===== config.mk =====
export PLATFORM = sky130hd
export DESIGN_NAME = isr_dispatch_flat
export DESIGN_NICKNAME = d
export VERILOG_FILES = /design/src/rtl/isr_dispatch_if.sv /design/src/rtl/isr_dispatch.sv /design/src/flat_wrapper.sv
export SDC_FILE = /design/constraint.sdc
export NUM_CORES = 1
export LEC_CHECK = 0
export CAP_MARGIN = 5
export CORE_MARGIN = 2
export CORE_UTILIZATION = 48
export CTS_BUF_LIST = sky130_fd_sc_hd__clkbuf_4
export CTS_CLUSTER_SIZE = 25
export DETAILED_ROUTE_END_ITERATION = 8
export GPL_ROUTABILITY_DRIVEN = 0
export PLACE_DENSITY = 0.79
export SLEW_MARGIN = 20
export SYNTH_ARGS = -nofsm -noshare
export SYNTH_HDL_FRONTEND = slang
export SYNTH_SLANG_ARGS = --single-unit

===== constraint.sdc =====
create_clock -name clk -period 1.4 [get_ports clk]
set_clock_uncertainty 0.2 [all_clocks]
set_input_delay 0.28 -clock clk [delete_from_list [all_inputs] [get_ports clk]]
set_output_delay 0.28 -clock clk [all_outputs]
set_load 0.03 [all_outputs]

===== src/rtl/isr_dispatch_if.sv =====
// rtl/isr_dispatch_if.sv - CPU/IO signal bundle for isr_dispatch; ISR_DISPATCH_MASK_EN adds the mask input
interface isr_dispatch_if;
    logic [2:0] irq;
    logic       inta;
    logic       eoi;
`ifdef ISR_DISPATCH_MASK_EN
    logic [2:0] mask;
`endif
    logic       intr;
    logic       ld;
    logic [2:0] id;
    logic [2:0] in_service;
    logic       spur;

`ifdef ISR_DISPATCH_MASK_EN
    modport slave (
        input  irq, inta, eoi, mask,
        output intr, ld, id, in_service, spur
    );
    modport master (
        output irq, inta, eoi, mask,
        input  intr, ld, id, in_service, spur
    );
`else
    modport slave (
        input  irq, inta, eoi,
        output intr, ld, id, in_service, spur
    );
    modport master (
        output irq, inta, eoi,
        input  intr, ld, id, in_service, spur
    );
`endif
endinterface


===== src/rtl/isr_dispatch.sv =====
// rtl/isr_dispatch.sv - 3-line priority interrupt dispatcher with nested in-service tracking; ISR_DISPATCH_MASK_EN enables per-line masking
module isr_dispatch (
    input  logic          clk,
    input  logic          reset,
    isr_dispatch_if.slave bus
);

    typedef enum logic [1:0] {
        S_IDLE = 2'd0,
        S_REQ  = 2'd1,
        S_ACK  = 2'd2
    } state_t;

    state_t     r_state;
    state_t     w_next;

    logic [2:0] r_irq_q;
    logic [2:0] r_irr;
    logic [2:0] r_isr;
    logic [2:0] r_id;
    logic       r_ld;
    logic       r_spur;

    logic [2:0] w_edge;
    logic [2:0] w_mask;
    logic [2:0] w_above;
    logic [2:0] w_elig;
    logic [2:0] w_win;
    logic [2:0] w_grant_bit;
    logic [2:0] w_eoi_bit;
    logic       w_any_elig;
    logic       w_intr;
    logic       w_grant;
    logic       w_inta_spur;
    logic       w_eoi_spur;

    assign w_edge = bus.irq & ~r_irq_q;

`ifdef ISR_DISPATCH_MASK_EN
    assign w_mask = bus.mask;
`else
    assign w_mask = 3'b000;
`endif

    // Lines whose priority is strictly above the highest-priority in-service line
    always_comb begin
        w_above = 3'b111;
        if (r_isr[0])      w_above = 3'b000;
        else if (r_isr[1]) w_above = 3'b001;
        else if (r_isr[2]) w_above = 3'b011;
    end

    assign w_elig      = r_irr & ~w_mask & w_above;
    assign w_any_elig  = |w_elig;
    // Isolating the lowest set bit picks the highest-priority line
    assign w_win       = w_elig & (~w_elig + 3'd1);
    assign w_eoi_bit   = r_isr & (~r_isr + 3'd1);
    assign w_grant_bit = w_grant ? w_win : 3'b000;
    assign w_eoi_spur  = bus.eoi && (r_isr == 3'b000);

    // FSM state register
    always_ff @(posedge clk) begin
        if (reset) begin
            r_state <= S_IDLE;
        end else begin
            r_state <= w_next;
        end
    end

    // FSM next-state logic
    always_comb begin
        w_next = r_state;
        case (r_state)
            S_IDLE: begin
                if (w_any_elig) w_next = S_REQ;
            end
            S_REQ: begin
                if (bus.inta)        w_next = w_any_elig ? S_ACK : S_IDLE;
                else if (!w_any_elig) w_next = S_IDLE;
            end
            S_ACK:   w_next = S_IDLE;
            default: w_next = S_IDLE;
        endcase
    end

    // FSM outputs: request to CPU, grant decision and spurious-inta detection
    always_comb begin
        w_intr      = 1'b0;
        w_grant     = 1'b0;
        w_inta_spur = 1'b0;
        case (r_state)
            S_REQ: begin
                w_intr = 1'b1;
                if (bus.inta) begin
                    w_grant     = w_any_elig;
                    w_inta_spur = !w_any_elig;
                end
            end
            default: begin
                w_inta_spur = bus.inta;
            end
        endcase
    end

    // Edge history, pending/in-service registers and registered strobes
    always_ff @(posedge clk) begin
        if (reset) begin
            r_irq_q <= 3'b000;
            r_irr   <= 3'b000;
            r_isr   <= 3'b000;
            r_id    <= 3'b000;
            r_ld    <= 1'b0;
            r_spur  <= 1'b0;
        end else begin
            r_irq_q <= bus.irq;
            // A grant wins over a same-cycle edge on the granted line: that edge is a repeat
            r_irr   <= (r_irr | w_edge) & ~w_grant_bit;
            // eoi target comes from the pre-cycle ISR; a grant is always a strictly higher line
            r_isr   <= (r_isr & ~(bus.eoi ? w_eoi_bit : 3'b000)) | w_grant_bit;
            r_ld    <= w_grant;
            if (w_grant) begin
                r_id <= w_win;
            end
            r_spur  <= w_inta_spur | w_eoi_spur;
        end
    end

    assign bus.intr       = w_intr;
    assign bus.ld         = r_ld;
    assign bus.id         = r_id;
    assign bus.in_service = r_isr;
    assign bus.spur       = r_spur;

endmodule

===== src/flat_wrapper.sv =====
// flat-port wrapper written by rule: the top's interface ports become plain ports
module isr_dispatch_flat 
  (clk, reset, bus_irq, bus_inta, bus_eoi, bus_intr, bus_ld, bus_id, bus_in_service, bus_spur);
  isr_dispatch_if bus_i ();
  input  logic clk;
  input  logic reset;
  input wire logic [$bits(bus_i.irq)-1:0] bus_irq;
  input wire logic [$bits(bus_i.inta)-1:0] bus_inta;
  input wire logic [$bits(bus_i.eoi)-1:0] bus_eoi;
  output wire logic [$bits(bus_i.intr)-1:0] bus_intr;
  output wire logic [$bits(bus_i.ld)-1:0] bus_ld;
  output wire logic [$bits(bus_i.id)-1:0] bus_id;
  output wire logic [$bits(bus_i.in_service)-1:0] bus_in_service;
  output wire logic [$bits(bus_i.spur)-1:0] bus_spur;
  assign bus_i.irq = bus_irq;
  assign bus_i.inta = bus_inta;
  assign bus_i.eoi = bus_eoi;
  assign bus_intr = bus_i.intr;
  assign bus_ld = bus_i.ld;
  assign bus_id = bus_i.id;
  assign bus_in_service = bus_i.in_service;
  assign bus_spur = bus_i.spur;
  isr_dispatch u_core (.clk(clk), .reset(reset), .bus(bus_i));
endmodule

## Yosys cells after proc, flatten, opt, wreduce, memory -nomap -nowiden

Index checks and enable logic that the tools add are counted.

| word-level totals | value |
|---|---|
| output and inout port bits | 9 |
| logic and storage cells | 47 |
| bits in registers | 16 |
| input port bits | 7 |

| operators by class | value |
|---|---|
| equality and inequality tests | 3 |
| add/subtract/negate cells | 2 |
| mux-type cells | 15 |
| reduce and logical (&&, ||, !) cells | 6 |
| bitwise logic cells | 14 |

Operator list:

| kind | count |
|---|---|
| $and A3 B3 Y3 | 6 |
| $mux W3 | 5 |
| $not A3 Y3 | 5 |
| $mux W2 | 4 |
| $add A3 B1 Y3 const B | 2 |
| $or A3 B3 Y3 | 2 |
| $mux W1 | 5 |
| $pmux W2 S2 | 1 |
| $logic_not A3 Y1 | 1 |
| $ne A3 B3 Y1 const B | 1 |
| $reduce_or A3 Y1 | 1 |
| $eq A2 B1 Y1 const B | 1 |
| $logic_not A2 Y1 | 1 |
| $ne A2 B1 Y1 const B | 1 |
| $reduce_and A2 Y1 | 1 |
| $logic_and A1 B1 Y1 | 1 |
| $logic_not A1 Y1 | 1 |
| $or A1 B1 Y1 | 1 |

## Longest topological paths before layout

| depth | value |
|---|---|
| depth after elaboration | 10 |
| depth in mapped cells | 5 |
| depth with buffers taken out | 5 |

## Worst setup path before layout

OpenSTA, ideal clock, no wires.

| timing | value |
|---|---|
| path type | flip-flop to flip-flop |
| start point | reg u_core.r_isr[2] (netlist: u_core.bus.in_service[2]) |
| end point | reg u_core.r_id[1] (netlist: u_core.bus.id[1]) |
| data required time | 1,129 ps |
| library setup time | 71 ps |
| period minus slack after synthesis | 1,466 ps |
| path buffers | 0 |
| slack | -66 ps |
| cell stages (with the launch flop) | 5 |
| data arrival time | 1,195 ps |
| cells stage by stage | dfxtp_1 > nor2b_4 > o311ai_4 > o21ai_1 > a21oi_1 |

| on the way | value |
|---|---|
| cells in the longest elaborated chain, start to end | 7 |

RTL lines:

| what | RTL line | source |
|---|---|---|
| start: declaration | isr_dispatch.sv:19 | `logic [2:0] r_isr;` |
| start signal: assignment | isr_dispatch.sv:119 | `r_isr <= (r_isr & ~(bus.eoi ? w_eoi_bit : 3'b000)) \| w_grant_bit;` |
| $mux W3 | isr_dispatch.sv:50 | `else if (r_isr[2]) w_above = 3'b011;` |
| $mux W3 | isr_dispatch.sv:49 | `else if (r_isr[1]) w_above = 3'b001;` |
| $mux W3 | isr_dispatch.sv:48 | `if (r_isr[0]) w_above = 3'b000;` |
| $and A3 B3 Y3 | isr_dispatch.sv:53 | `assign w_elig = r_irr & ~w_mask & w_above;` |
| $reduce_or A3 Y1 | isr_dispatch.sv:54 | `assign w_any_elig = \|w_elig;` |
| $mux W1 | isr_dispatch.sv:94 | `if (bus.inta) begin` |
| $mux W1 | isr_dispatch.sv:91 | `case (r_state)` |
| end signal: assignment | isr_dispatch.sv:122 | `r_id <= w_win;` |
| end: declaration | isr_dispatch.sv:20 | `logic [2:0] r_id;` |

No other way between the ends.
A chain may end at the register's enable or synchronous reset.

## Final worst setup path

| timing | value |
|---|---|
| start point | reg u_core.r_state[1] |
| end point | out bus_intr |

| on the way | value |
|---|---|
| cells in the longest elaborated chain, start to end | 2 |

RTL lines:

| what | RTL line | source |
|---|---|---|
| start: declaration | isr_dispatch.sv:14 | `state_t r_state;` |
| start signal: assignment | isr_dispatch.sv:66 | `r_state <= w_next;` |
| $eq A2 B1 Y1 | isr_dispatch.sv:91 |  |
| $mux W1 | isr_dispatch.sv:91 |  |
| end: declaration | flat_wrapper.sv:10 | `output wire logic [$bits(bus_i.intr)-1:0] bus_intr;` |

No other way between the ends.

==> qor.csv <==
stage,metric,value,unit
finish,fill cell count,103,
yosys,YS warnings,0,
finish,Final nets,92,
routing,DR top layer,met3,
routing,metal3 WL,52,µm
floorplan,total core area,1270,µm²
clock_tree,"Reg clk slew, reported paths",0.09,ns
yosys,Synth area leaders,"dfxtp_1 51%, nor2b_1 7.0%, a21oi_1 4.8%",
worst_setup_path,R2R cell count,4,
finish,layout cells sized above 1,35.7,%
run_status,failing checks,setup timing,
worst_setup_path,crit path launch,u_core.r_state[1]$_SDFFE_PP0P_,
clock_tree,Num CTS Buffers,3,
timing,Final Hold Fails,0,
worst_setup_path,Crit path max-delay family,flip-flops,
worst_setup_path,Slowest Stage Delay on Critical Path,0.37,ns
worst_setup_path,Setup CP Type,flip-flop to primary output,
power,Flop pwr share,55.6,%
floorplan,total die area,1620,µm²
floorplan,Starting Density,49.6,%
routing,Post-route DRC,0,
yosys,post-synth design cell area,629,µm²
power,leak pwr,0.000358,µW
clock_tree,CTS HTree Levels,1,
yosys,"Seq/Total Area, Yosys",50.9,%
yosys,#FFs+latches synth,16,
worst_setup_path,slowest CP cell,dfxtp_2,
worst_setup_path,required time of the critical path,0.92,ns
yosys,"top cells by count, synth","16 x dfxtp_1, 7 x nor2b_1, 6 x a21oi_1",
global_routing,largest net degree at the start of global routing,11,
timing,final-report max-slew violation count,0,
timing,setup TNS,-0.0295,ns
finish,ant diodes,0,
routing,WL met2,521,µm
hold_path,hold crit path type,flip-flop to flip-flop,
global_routing,antenna violations before repair,0,
worst_setup_path,worst r2r src,u_core.r_irr[2]$_SDFF_PP0_,
worst_setup_path,Stages on worst setup path,3,
power,power per standard cell area,1050,nW/µm²
routing,M1 WL,461,µm
worst_setup_path,worst flop-to-flop path endpoint,u_core.bus.id[1]$_SDFFE_PP0N_,
yosys,average cell area after synthesis,9.99,µm²
worst_setup_path,Setup crit end,bus_intr,
routing,DR iter-0 viols,4,
floorplan,# rows,13,
worst_setup_path,r2r setup slk,0.05,ns
clock_tree,hold-fix buffer count after cts,0,
clock_tree,clock latency on the worst-skew pair,0.28,ns
clock_tree,clk sinks,16,
power,"IR drop worst, VDD",0.000517,V
yosys,Mapped Cells,63,
floorplan,chip height,40.2,µm
clock_tree,clock root cell,clkbuf_4,
run,Max Cap Viol,0,
yosys,Synth cell types,23,
routing,routed wire length,1040,µm
worst_setup_path,Buf/Inv on CP,2,
clock_tree,CTS Buffer Depth,2,
timing,Final Setup Violations,1,
timing,worst hold margin,0.239,ns
clock_tree,CTS tree,built,
power,Net Sw Frac,26.0,%
yosys,top-area cell type share of the netlist area,50.9,%
yosys,Post-Syn Nets,70,
finish,multi-input combinational cell area,302,µm²
routing,Vias,492,
run_status,status,"complete, but fails checks",
timing,final worst-path cycle share,102,%
power,power share of the combinational group,18.2,%
global_routing,grt ovf,0,
routing,Final ANT Viol Nets,0,
timing,fmax,0.700,GHz
power,Switching Power,235,µW
worst_setup_path,Max Fanout on Critical Path,3,
timing,post-route minimum period,1.43,ns
worst_setup_path,Worst setup SP type,flip-flop,
global_routing,first-pass GRT wire length,1680,µm
routing,Via density,4.97,
place,I/O Buffers,15,
finish,area grow syn2layout,36.2,%
yosys,"count leader, synth",dfxtp_1,
place,HPWL after DPL,797,µm
worst_setup_path,ordered list of cells on the worst path,nand2b_4 -> inv_2 -> buf_6,
timing,fin worst setup slack,-0.0295,ns
worst_setup_path,CP Data Arrival Time,0.95,ns
yosys,number of synthesized flops with an enable pin,0,
power,Pint,669,µW
routing,Pre-Repair DR Iteration Count,2,
timing,Tightest Pin Transition,0.428,ns
timing,Relative slew margins,71.4,%
finish,Register Area,329,µm²
floorplan,Top Ports,16,
global_routing,GR Util All Layers,15.8,%
routing,Routed WL per cell,10.5,µm
timing,unrepaired setup endpoints after global routing,yes,
worst_setup_path,Worst setup EP type,primary output,
power,Clk pwr share,26.2,%
yosys,Yosys top cell by area,dfxtp_1,
floorplan,die extent in x,40.2,µm
global_routing,vias in the first global route,436,
clock_tree,number of setup buffers added after CTS,0,
yosys,ys async rst share,0,%
yosys,Synth Flop Type,dfxtp_1,
[stage by stage]
stage	instance area, µm²	power, µW	instances	util, %	setup WS (ns)
2_1_floorplan	632	604	63	-	0.0168
3_3_place_gp	810	665	95	63.8	-0.218
3_5_place_dp	810	667	95	63.8	-0.237
4_1_cts	850	915	99	67.0	-0.0414
5_1_grt	857	965	99	67.6	-0.0806
6_report	857	904	99	67.6	-0.0295
[power by group through the flow]
stage | clock network [µW] | logic [µW] | registers [µW]
2_1_floorplan | 0 | 82.5 | 522
3_3_place_gp | 0 | 156 | 509
3_5_place_dp | 0 | 157 | 509
4_1_cts | 249 | 164 | 502
5_1_grt | 279 | 179 | 506
6_report | 236 | 165 | 503
[layout by cell type (no fill, tap or decap)]
cell type,n
clkdlybuf4s50_1,6
nor2_1,2
and3b_1,1
o211a_1,2
a31oi_1,1
inv_2,1
o21ai_1,3
o21ai_2,1
nand2b_4,1
buf_12,1
nor3_1,3
nand4b_1,1
nor2b_1,7
buf_4,10
o21ai_0,2
clkbuf_4,3
o311ai_4,1
a21oi_1,6
or2_2,1
nand4_1,1
dfxtp_1,9
nor2_2,1
buf_6,1
clkinv_1,1
a2111oi_4,1
or2b_1,1
nand3_1,1
dfxtp_2,7
nand2_1,4
inv_1,3
nor2b_4,1
[kinds of logic after synthesis]
| kind of cell | Yosys count | synth area share [%] |
|---|---|---|
| simple gates | 25 | 23.9 |
| compound gates | 17 | 22.3 |
| flops | 16 | 50.9 |
| buf+inv | 5 | 2.98 |
[state kept, by name, indices dropped and copies added, names as in the netlist]
signal                 cells
u_core.bus.id              3
u_core.r_state             2
u_core.bus.spur            1
u_core.bus.ld              1
u_core.r_irr               3
u_core.r_irq_q             3
u_core.bus.in_service      3
[final cells by class]
| class | count | share of cell area [%] |
|---|---|---|
| repair buffers | 18 | 19.4 |
| multi-input cells | 42 | 35.2 |
| well taps | 15 | 2.19 |
| flip-flops and latches | 16 | 38.4 |
| inverters | 4 | 1.75 |
| clock inverters | 1 | 0.438 |
| clock buffers | 3 | 2.63 |
[timing repair]
item                                    4_1_cts  5_1_grt
resized for setup                             5        4
endpoints found under the setup margin        1        6
pin swaps                                     0        0
[metal layers]
layer	global-route usage [%]	vias up
li1	-	262
met1	17.5	218
met2	27.0	12
met3	5.00	0
met4	7.50	0
met5	0	-
[worst register-to-register path, cell delays in order (launching register included)]
cell and delay, ns:
dfxtp_2 0.33, nor2b_4 0.13, o311ai_4 0.38, o21ai_1 0.11, a21oi_1 0.15
[worst min-delay path by stage]
stage	startpoint	end	slack, ns	cells after the start
after floorplan	reset	u_core.r_irq_q[0]$_SDFF_PP0_	0.15	1
after global placement	u_core.r_state[1]$_SDFFE_PP0P_	u_core.r_state[0]$_SDFFE_PP0P_	0.27	1
after detailed placement	u_core.r_state[1]$_SDFFE_PP0P_	u_core.r_state[0]$_SDFFE_PP0P_	0.27	1
after CTS	u_core.r_state[1]$_SDFFE_PP0P_	u_core.r_state[0]$_SDFFE_PP0P_	0.24	1
after global routing	u_core.r_state[1]$_SDFFE_PP0P_	u_core.r_state[0]$_SDFFE_PP0P_	0.25	1
final	u_core.r_state[1]$_SDFFE_PP0P_	u_core.r_state[0]$_SDFFE_PP0P_	0.24	1
No activity file was read; power rests on OpenSTA's default activity.
